--- config.mk ---
export PLATFORM = sky130hd
export DESIGN_NAME = if_fetch_pc_unit
export DESIGN_NICKNAME = d
export VERILOG_FILES = /design/src/rtl/if_fetch_pc_unit_pkg.sv /design/src/rtl/if_fetch_pc_unit_if_id_reg.sv /design/src/rtl/if_fetch_pc_unit.sv
export SDC_FILE = /design/constraint.sdc
export NUM_CORES = 1
export LEC_CHECK = 0
export ABC_AREA = 0
export CAP_MARGIN = 20
export CORE_MARGIN = 2
export CORE_UTILIZATION = 50
export CTS_BUF_LIST = sky130_fd_sc_hd__clkbuf_2
export CTS_CLUSTER_SIZE = 25
export DETAILED_ROUTE_END_ITERATION = 10
export MAX_ROUTING_LAYER = met4
export PLACE_DENSITY = 0.83
export SLEW_MARGIN = 5
export SYNTH_ARGS = -nofsm -noshare
export SYNTH_HDL_FRONTEND = slang
export SYNTH_HIERARCHICAL = 1
export SYNTH_SLANG_ARGS = --single-unit
--- constraint.sdc ---
create_clock -name clk -period 4.9 [get_ports clk]
set_clock_uncertainty 0.05 [all_clocks]
set_input_delay 1.47 -clock clk [delete_from_list [all_inputs] [get_ports clk]]
set_output_delay 1.47 -clock clk [all_outputs]
set_load 0.005 [all_outputs]
--- src/rtl/if_fetch_pc_unit_pkg.sv ---
// Shared definitions for the instruction-fetch stage.
// The ID stage and the hazard unit reuse these as well.
// Contents:
//   fetch_state_e - fetch FSM state encodings (BOOT, RUN, BUBBLE)
//   DEF_*         - default widths, reset PC, PC increment and NOP encoding
//   sat_inc16     - saturating 16-bit increment used by event counters
package if_fetch_pc_unit_pkg;

  localparam int          DEF_ADDR_W   = 32;
  localparam int          DEF_INSTR_W  = 32;
  localparam logic [31:0] DEF_RESET_PC = 32'h0000_0000;
  localparam int          DEF_PC_INC   = 4;
  localparam logic [31:0] DEF_NOP_WORD = 32'h0000_0000;

  // Encoding 2'b11 is unused. The FSM recovers from it to ST_RUN.
  typedef enum logic [1:0] {
    ST_BOOT   = 2'b00,
    ST_RUN    = 2'b01,
    ST_BUBBLE = 2'b10
  } fetch_state_e;

  function automatic logic [15:0] sat_inc16(input logic [15:0] v);
    return (v == 16'hFFFF) ? v : v + 16'd1;
  endfunction

endpackage

--- src/rtl/if_fetch_pc_unit_if_id_reg.sv ---
// IF/ID pipeline register.
// Ports:
//   clk, rst   - clock and asynchronous active-high reset
//   load       - capture pc_in / pc_next_in / instr_in and mark the entry valid
//   flush      - replace the instruction with NOP_WORD and clear valid;
//                the PC fields keep their previous values
//   pc_in, pc_next_in, instr_in - next IF/ID contents
//   pc, pc_next, instr, valid   - registered IF/ID contents
// When neither load nor flush is asserted, every field holds.
// flush takes precedence over load.
module if_fetch_pc_unit_if_id_reg #(
  parameter int                 ADDR_W   = 32,
  parameter int                 INSTR_W  = 32,
  parameter logic [INSTR_W-1:0] NOP_WORD = '0
) (
  input  logic               clk,
  input  logic               rst,
  input  logic               load,
  input  logic               flush,
  input  logic [ADDR_W-1:0]  pc_in,
  input  logic [ADDR_W-1:0]  pc_next_in,
  input  logic [INSTR_W-1:0] instr_in,
  output logic [ADDR_W-1:0]  pc,
  output logic [ADDR_W-1:0]  pc_next,
  output logic [INSTR_W-1:0] instr,
  output logic               valid
);

  always_ff @(posedge clk or posedge rst) begin
    if (rst) begin
      pc      <= '0;
      pc_next <= '0;
      instr   <= NOP_WORD;
      valid   <= 1'b0;
    end else if (flush) begin
      instr   <= NOP_WORD;
      valid   <= 1'b0;
    end else if (load) begin
      pc      <= pc_in;
      pc_next <= pc_next_in;
      instr   <= instr_in;
      valid   <= 1'b1;
    end
  end

endmodule

--- src/rtl/if_fetch_pc_unit.sv ---
// Instruction-fetch stage.
// This block owns the PC, drives the instruction-memory address and
// feeds the IF/ID register.
// Ports:
//   clk, rst         - clock and asynchronous active-high reset
//   redirect         - take redirect_target this edge (beats stall)
//   redirect_target  - resolved branch/jump target
//   stall            - hold PC, IF/ID and FSM state
//   imem_addr        - instruction address (equals pc, combinational)
//   imem_rdata       - instruction word for imem_addr, same cycle
//   if_id_pc, if_id_pc_next, if_id_instr, if_id_valid - IF/ID contents
//   flush_o          - one-cycle pulse after an accepted redirect
//   redirect_cnt     - saturating count of accepted redirects
// A redirect loads the target into the PC and places a bubble in IF/ID.
// The target instruction therefore reaches IF/ID on the next unstalled edge.
module if_fetch_pc_unit
  import if_fetch_pc_unit_pkg::*;
#(
  parameter int                 ADDR_W   = DEF_ADDR_W,
  parameter int                 INSTR_W  = DEF_INSTR_W,
  parameter logic [ADDR_W-1:0]  RESET_PC = DEF_RESET_PC,
  parameter int                 PC_INC   = DEF_PC_INC,
  parameter logic [INSTR_W-1:0] NOP_WORD = DEF_NOP_WORD
) (
  input  logic               clk,
  input  logic               rst,
  input  logic               redirect,
  input  logic [ADDR_W-1:0]  redirect_target,
  input  logic               stall,
  output logic [ADDR_W-1:0]  imem_addr,
  input  logic [INSTR_W-1:0] imem_rdata,
  output logic [ADDR_W-1:0]  if_id_pc,
  output logic [ADDR_W-1:0]  if_id_pc_next,
  output logic [INSTR_W-1:0] if_id_instr,
  output logic               if_id_valid,
  output logic               flush_o,
  output logic [15:0]        redirect_cnt
);

  fetch_state_e      state, state_nxt;
  logic [ADDR_W-1:0] pc, pc_nxt, pc_inc;
  logic              ld, fl, take_redirect;

  // The sum wraps modulo 2^ADDR_W.
  assign pc_inc    = pc + ADDR_W'(PC_INC);
  assign imem_addr = pc;

  // BOOT, RUN and BUBBLE share the same edge rules and differ only in
  // where the FSM comes from.
  always_comb begin
    state_nxt     = state;
    pc_nxt        = pc;
    ld            = 1'b0;
    fl            = 1'b0;
    take_redirect = 1'b0;
    case (state)
      ST_BOOT, ST_RUN, ST_BUBBLE: begin
        if (redirect) begin
          take_redirect = 1'b1;
          pc_nxt        = redirect_target;
          fl            = 1'b1;
          state_nxt     = ST_BUBBLE;
        end else if (!stall) begin
          ld        = 1'b1;
          pc_nxt    = pc_inc;
          state_nxt = ST_RUN;
        end
      end
      default: begin
        // An unused encoding recovers to RUN with IF/ID invalidated.
        // Any redirect presented this edge is dropped.
        fl        = 1'b1;
        state_nxt = ST_RUN;
      end
    endcase
  end

  // ---- PC / FSM / redirect bookkeeping registers ----
  always_ff @(posedge clk or posedge rst) begin
    if (rst) begin
      state        <= ST_BOOT;
      pc           <= RESET_PC;
      flush_o      <= 1'b0;
      redirect_cnt <= 16'd0;
    end else begin
      state   <= state_nxt;
      pc      <= pc_nxt;
      flush_o <= take_redirect;
      if (take_redirect) redirect_cnt <= sat_inc16(redirect_cnt);
    end
  end

  // ---- IF/ID boundary ----
  if_fetch_pc_unit_if_id_reg #(
    .ADDR_W   (ADDR_W),
    .INSTR_W  (INSTR_W),
    .NOP_WORD (NOP_WORD)
  ) u_if_id (
    .clk        (clk),
    .rst        (rst),
    .load       (ld),
    .flush      (fl),
    .pc_in      (pc),
    .pc_next_in (pc_inc),
    .instr_in   (imem_rdata),
    .pc         (if_id_pc),
    .pc_next    (if_id_pc_next),
    .instr      (if_id_instr),
    .valid      (if_id_valid)
  );

endmodule

-- After elaboration in Yosys (flattened, before gate mapping)
Index checks and enable logic that the tools add are counted.
- input bits: 68
- register bits after elaboration: 148
- output and inout bits: 146
- eq/ne operators: 5
- bitwise gates (word level): 2
- $add $sub $neg: 2
- reductions and logical operators: 6
- muxes and demuxes: 15
- operator list (cell ; count):
    $mux W32 ; 4
    $add A32 B3 Y32 const B ; 1
    $add A16 B1 Y16 const B ; 1
    $eq A16 B16 Y1 const B ; 1
    $mux W1 ; 8
    $mux W2 ; 3
    $reduce_and A2 Y1 ; 3
    $ne A3 B3 Y1 const B ; 1
    $reduce_or A3 Y1 ; 1
    $eq A2 B1 Y1 const B ; 1
    $eq A2 B2 Y1 const B ; 1
    $logic_not A2 Y1 ; 1
    $ne A2 B2 Y1 const B ; 1
    $not A1 Y1 ; 2
    $reduce_bool A2 Y1 ; 1

-- Longest topological paths before layout
Gate-level depths: netlist of run 1.
- word-level depth: 5
- depth in mapped cells: 9
- gate-level depth less buffers: 6

-- Modules after synthesis
The synthesis of run 1 kept the hierarchy.
- by module, submodules not included (module ; area each (µm²) ; cells each ; seq. area each (µm²) ; instances):
    if_fetch_pc_unit_if_id_reg ; 4016.4 ; 244 ; 2427.3 ; 1
    if_fetch_pc_unit ; 3419.5 ; 384 ; 1276.2 ; 1

-- Least setup slack after synthesis of run 1
No wires, ideal clock.
- path kind: input -> register
- start: input redirect
- end: register u_if_id.pc[0]
- setup slack: 1.743 ns
- data required time: 4.725 ns
- stages: 8
- arrival time: 2.981 ns
- library setup time: 0.125 ns
- path through: buf_2 > a211o_1 > inv_1 > buf_6 > nor2b_4 > buf_8 > buf_12 > mux2_4
- RTL lines (what ; line ; text):
    start, declared ; if_fetch_pc_unit.sv:27 ; input logic redirect,
    $mux W1 ; if_fetch_pc_unit.sv:58 ; if (redirect) begin
    $mux W1 ; if_fetch_pc_unit.sv:56 ; case (state)
    via ld ; if_fetch_pc_unit.sv:42 ; logic ld, fl, take_redirect;
    $reduce_and A2 Y1 (no line) ; - ;
    end signal, assigned ; if_fetch_pc_unit_if_id_reg.sv:39 ; pc <= pc_in;
    end, declared ; if_fetch_pc_unit_if_id_reg.sv:23 ; output logic [ADDR_W-1:0] pc,
The timed path passes the listed nets, and every way through them passes these cells.
A chain may end at the register's enable or synchronous reset.

-- Worst setup path after layout of run 1
- start: register pc[22], in the netlist imem_addr[22]
- end: output imem_addr[22]
- RTL lines (what ; line ; text):
    start, declared ; if_fetch_pc_unit.sv:41 ; logic [ADDR_W-1:0] pc, pc_nxt, pc_inc;
    start signal, assigned ; if_fetch_pc_unit.sv:87 ; pc <= pc_nxt;
    end, declared ; if_fetch_pc_unit.sv:30 ; output logic [ADDR_W-1:0] imem_addr,
No word-level cell between the ends.

==> results.json, run 1 <==
{
  "status": "finished, final reports clean",
  "synth-edff-count": 0,
  "rsz0062_at_grt": "no",
  "die-area_mm2": 0.0159,
  "synth_area_per_cell_um2": 11.8,
  "place_hpwl_um": 14400,
  "syn2layout_area_growth_pct": 33.3,
  "drtAntennaViolNets": 0,
  "die_x_um": 126,
  "syn_area_mm2": 0.00744,
  "end_kind": "output pin",
  "min_period_over_period": 0.698,
  "p_per_area_mw_per_mm2": 436,
  "initial_core_util": 0.512,
  "fin_setup_tns_ns": 0,
  "clock_latency_ns": 0.70,
  "vias": 5899,
  "n_fill_cell": 1105,
  "wirelength_um": 20300,
  "setup_viol": 0,
  "crit_type": "reg -> out",
  "drt_iter0_drc": 610,
  "regToRegSetupSlack_ns": 2.03,
  "vdd_ir_drop_max_mv": 0.270,
  "cts.path.max_buffers": 2,
  "final_common_cell": "clkdlybuf4s50_1",
  "portBuffers": 213,
  "cts-buffers-inserted": 17,
  "placedInstanceArea_mm2": 0.00958,
  "synth_cells": 628,
  "rows": 44,
  "grt_pass1_wl_um": 32500,
  "cts.sinks": 148,
  "htreeDepth": 4,
  "seq_area_frac_synth": 0.498,
  "drive_gt1_frac": 0.155,
  "fin_crit_ns": 3.42,
  "crit_family": "flip-flops",
  "path_buf_inv": 1,
  "cts_tree": "done",
  "hold_path.class": "reg -> reg",
  "grtUsageTotal": 0.265,
  "crit_required_ns": 3.38,
  "synth_area_leaders": "dfrtp_1 (50%), mux2_4 (12%), mux2i_1 (4.6%)",
  "synth.distinct_cells": 71,
  "cap_violations": 0,
  "crit_arrival_ns": 1.90,
  "clk_pin_slew_worst_paths_ns": 0.19,
  "routedWlPerCell_um": 19.9,
  "post_cts_buffers": 0,
  "cts_resized": 0,
  "antenna_found_initial": 0,
  "synth_top_area_cell": "dfrtp_1",
  "grt_max_degree": 80,
  "boundaryPins": 214,
  "core-area_mm2": 0.0145,
  "slew_headroom": 0.267,
  "cpPeakStageDelay_ns": 0.63,
  "ys_seq_elements": 148,
  "diodes": 0,
  "maxSlewViolCount": 0,
  "cts-hold-fix-buffers": 0,
  "grt_pass1_vias": 5992,
  "ys_async_sr_fraction": 1.00,
  "ys_warn_count": 6,
  "syn_nets": 698,
  "synth_top_area_share": 0.498,
  "fin_area_mm2": 0.00991,
  "cp-start-kind": "flop",
  "gp_congestion": 0.883,
  "cp_max_fo": 10,
  "fin_nets": 896,
  "root_buffer": "clkbuf_2",
  "slowest_stage": "dfrtp_1",
  "overflow": 0,
  "crit_chain": "clkdlybuf4s50_1",
  "drcViolationCount": 0,
  "most-common-layout-cells": "clkdlybuf4s50_1 (213), dfrtp_1 (148), nor2_1 (66)",
  "fmax_mhz": 292,
  "worst_pin_slew_ns": 1.09,
  "die_h_um": 126,
  "ys.flop_type": "dfrtp_1",
  "via_per_inst": 5.77,
  "dr.pass1.iters": 5,
  "power_leakage_nw": 4.20,
  "hold_viol": 0
}
state kept, by name (all words and copies together), names as in the netlist:
register	count
flush_o	1
redirect_cnt	16
u_if_id/pc_next	32
u_if_id/valid	1
u_if_id/instr	32
u_if_id/pc	32
imem_addr	32
state	2
final cells by class:
| class | instances | area, um^2 | area share |
|---|---|---|---|
| flip-flops and latches | 148 | 3700 | 0.374 |
| multi-input cells | 426 | 3380 | 0.341 |
| repair buffers | 224 | 2250 | 0.227 |
| well taps | 184 | 230 | 0.0232 |
| clock inverters | 12 | 210 | 0.0212 |
| clock buffers | 19 | 95.1 | 0.00959 |
| inverters | 9 | 37.5 | 0.00379 |
path summary, 6_finish.rpt:
check	startpoint	end	depth (start not counted)
min	u_if_id/pc_next[29]	u_if_id/pc_next[29]	1
max	imem_addr[22]	imem_addr[22]	1
max in group asynchronous	rst	u_if_id/instr[28]	4
min reg2reg	u_if_id/pc_next[29]	u_if_id/pc_next[29]	1
min in group asynchronous	rst	u_if_id/pc_next[23]	2
max reg2reg	imem_addr[2]	u_if_id/pc_next[26]	6
synth_stat cells, types with 13 or more instances:
master and number:
dfrtp_1 148, nor2_1 66, mux2_4 60, mux2i_1 34, nand2_1 34, nand3_1 28
xor2_1 23, xnor2_1 18, a21oi_1 16, buf_2 16, clkbuf_1 13, nand4_1 13
power by group:
group / total [mW] / internal, mW / switching, mW
registers: 1.90 / 1.55 / 0.352
clock network: 0.852 / 0.433 / 0.419
logic: 1.56 / 1.05 / 0.512
total: 4.32 / 3.03 / 1.28
through the flow:
| stage | setup slack (ns) | power, mW | utilization | hold WS, ns | instances |
|---|---|---|---|---|---|
| 2_1_floorplan | 0.846 | 2.55 | - | 0.433 | 628 |
| 3_3_place_gp | 0.950 | 3.43 | 0.658 | 0.429 | 988 |
| 3_5_place_dp | 0.896 | 3.49 | 0.659 | 0.443 | 989 |
| 4_1_cts | 1.42 | 4.35 | 0.680 | 0.481 | 1020 |
| 5_1_grt | 1.33 | 4.56 | 0.682 | 0.497 | 1022 |
| 6_report | 1.48 | 4.32 | 0.682 | 0.488 | 1022 |
layer usage:
| layer | track usage | routed length (um) | up-vias |
|---|---|---|---|
| met5 | - | 0 | - |
| met4 | 0.0918 | 477 | 0 |
| met2 | 0.416 | 9850 | 310 |
| li1 | - | - | 2659 |
| met1 | 0.339 | 8480 | 2876 |
| met3 | 0.0658 | 1530 | 54 |
cells by family after synthesis:
family,after synthesis,share of synthesized area
AOI/OAI and AO/OA,73,0.0710
buffers and inverters,54,0.0483
and+or+nand+nor,209,0.153
muxes,101,0.178
DFF,148,0.498
xor gates and xnor gates,41,0.0483
adders and majority gates,2,0.00336
(Power assumes the default switching activity.)
==> run 2, diff against run 1 <==
==> constraint.sdc (replaced) <==
create_clock -name clk -period 3.2 [get_ports clk]
set_clock_uncertainty 0.05 [all_clocks]
set_input_delay 0.96 -clock clk [delete_from_list [all_inputs] [get_ports clk]]
set_output_delay 0.96 -clock clk [all_outputs]
set_load 0.005 [all_outputs]
==> run 2 against run 1 <==
Compared with the run above:
- combinational power is 57% higher
- cell area rose by 0.97%
- first-iteration DRC count is 5.9% higher
- die area is the same
- largest power group unchanged
- via count up 1.4%
==> results.json, run 2 (synthesized netlist as in run 1, its figures left out) <==
{
  "grt_pass1_wl_um": 32500,
  "drt_iter0_drc": 646,
  "vdd_ir_drop_max_mv": 0.408,
  "worst_pin_slew_ns": 1.03,
  "power_leakage_nw": 4.25,
  "slowest_stage": "clkdlybuf4s50_1",
  "diodes": 0,
  "cts-buffers-inserted": 17,
  "fin_nets": 912,
  "cts.sinks": 148,
  "hold_viol": 0,
  "clk_pin_slew_worst_paths_ns": 0.20,
  "met1_length_um": 8810,
  "wirelength_um": 20300,
  "overflow": 0,
  "portBuffers": 213,
  "cts.path.max_buffers": 2,
  "place_hpwl_um": 14700,
  "maxSlewViolCount": 0,
  "core-area_mm2": 0.0145,
  "drtAntennaViolNets": 0,
  "die_x_um": 126,
  "antenna_found_initial": 0,
  "worstHoldStart": "redirect_cnt[15]",
  "initial_core_util": 0.512,
  "fin_crit_ns": 2.97,
  "cp-start-kind": "flop",
  "rsz0062_at_grt": "no",
  "met3_length_um": 1490,
  "rows": 44,
  "grt_pass1_vias": 6148,
  "p_per_area_mw_per_mm2": 645,
  "cpPeakStageDelay_ns": 0.62,
  "status": "finished, final reports clean",
  "grt_max_degree": 40,
  "fmax_mhz": 336,
  "syn2layout_area_growth_pct": 34.6,
  "crit_type": "reg -> out",
  "fin_setup_tns_ns": 0,
  "die_h_um": 126,
  "slew_headroom": 0.305,
  "cts-hold-fix-buffers": 0,
  "drive_gt1_frac": 0.173,
  "crit_chain": "clkdlybuf4s50_1",
  "clock_latency_ns": 0.77,
  "setup_viol": 0,
  "hold_path.class": "reg -> reg",
  "gp_congestion": 0.883,
  "cts_resized": 0,
  "min_period_over_period": 0.930,
  "die-area_mm2": 0.0159,
  "dr.pass1.iters": 5,
  "reg2reg_from": "imem_addr[4]",
  "crit_required_ns": 2.19,
  "cts_tree": "done",
  "most-common-layout-cells": "clkdlybuf4s50_1 (213), dfrtp_1 (148), nor2_1 (66)",
  "grtUsageTotal": 0.268,
  "path_buf_inv": 1,
  "wl_met2_um": 9480,
  "routedWlPerCell_um": 19.6,
  "top_layer_used": "met4",
  "crit_family": "buffers and inverters",
  "end_kind": "output pin",
  "via_per_inst": 5.75,
  "hold_slack_ns": 0.490,
  "drcViolationCount": 0,
  "root_buffer": "clkbuf_2",
  "crit_arrival_ns": 1.96,
  "vias": 5979,
  "crit_path_start": "imem_addr[28]",
  "htreeDepth": 4,
  "final_common_cell": "clkdlybuf4s50_1",
  "cp_max_fo": 8,
  "boundaryPins": 214,
  "post_cts_buffers": 0,
  "cap_violations": 0
}
-- run 2: final timing paths --
| check | cells after the start | slack [ns] | end |
|---|---|---|---|
| setup / recovery | 1 | 0.23 | imem_addr[28] |
| hold / removal | 1 | 0.49 | redirect_cnt[15] |
| setup reg to reg | 5 | 0.52 | u_if_id/pc_next[23] |
| hold reg to reg | 1 | 0.49 | redirect_cnt[15] |
| max in group asynchronous | 3 | 1.90 | redirect_cnt[2] |
| min in group asynchronous | 2 | 0.56 | u_if_id/pc[26] |
-- run 2: cell type report --
class                           count  area, um^2
Fill cell                        1054        4530
Sequential cell                   148        3700
Multi-Input combinational cell    426        3380
Timing Repair Buffer              240        2400
Tap cell                          184         230
Clock inverter                     13         160
Clock buffer                       19        95.1
Inverter                            9        38.8
-- run 2: metal layers --
layer  vias up  global-route usage
met4         0               0.112
met2       299               0.404
li1       2683                   -
met3        47              0.0705
met5         -                   -
met1      2950               0.345
-- run 2: metrics by stage --
stage	total power, mW	worst slack [ns]	util	area, um^2	std cells
detailed placement	5.37	0.203	0.671	9750	1007
global route	6.81	0.117	0.689	10000	1039
CTS	6.50	0.186	0.689	10000	1039
finish	6.45	0.225	0.689	10000	1039
global placement	5.29	0.316	0.671	9750	1007
floorplan	3.91	0.553	-	7440	628
-- run 2: report_power, final --
group / leakage, nW / switching, mW / internal (mW)
logic: 2.27 / 0.817 / 1.64
registers: 1.83 / 0.504 / 2.38
clock network: 0.144 / 0.678 / 0.439
total: 4.25 / 2.00 / 4.45
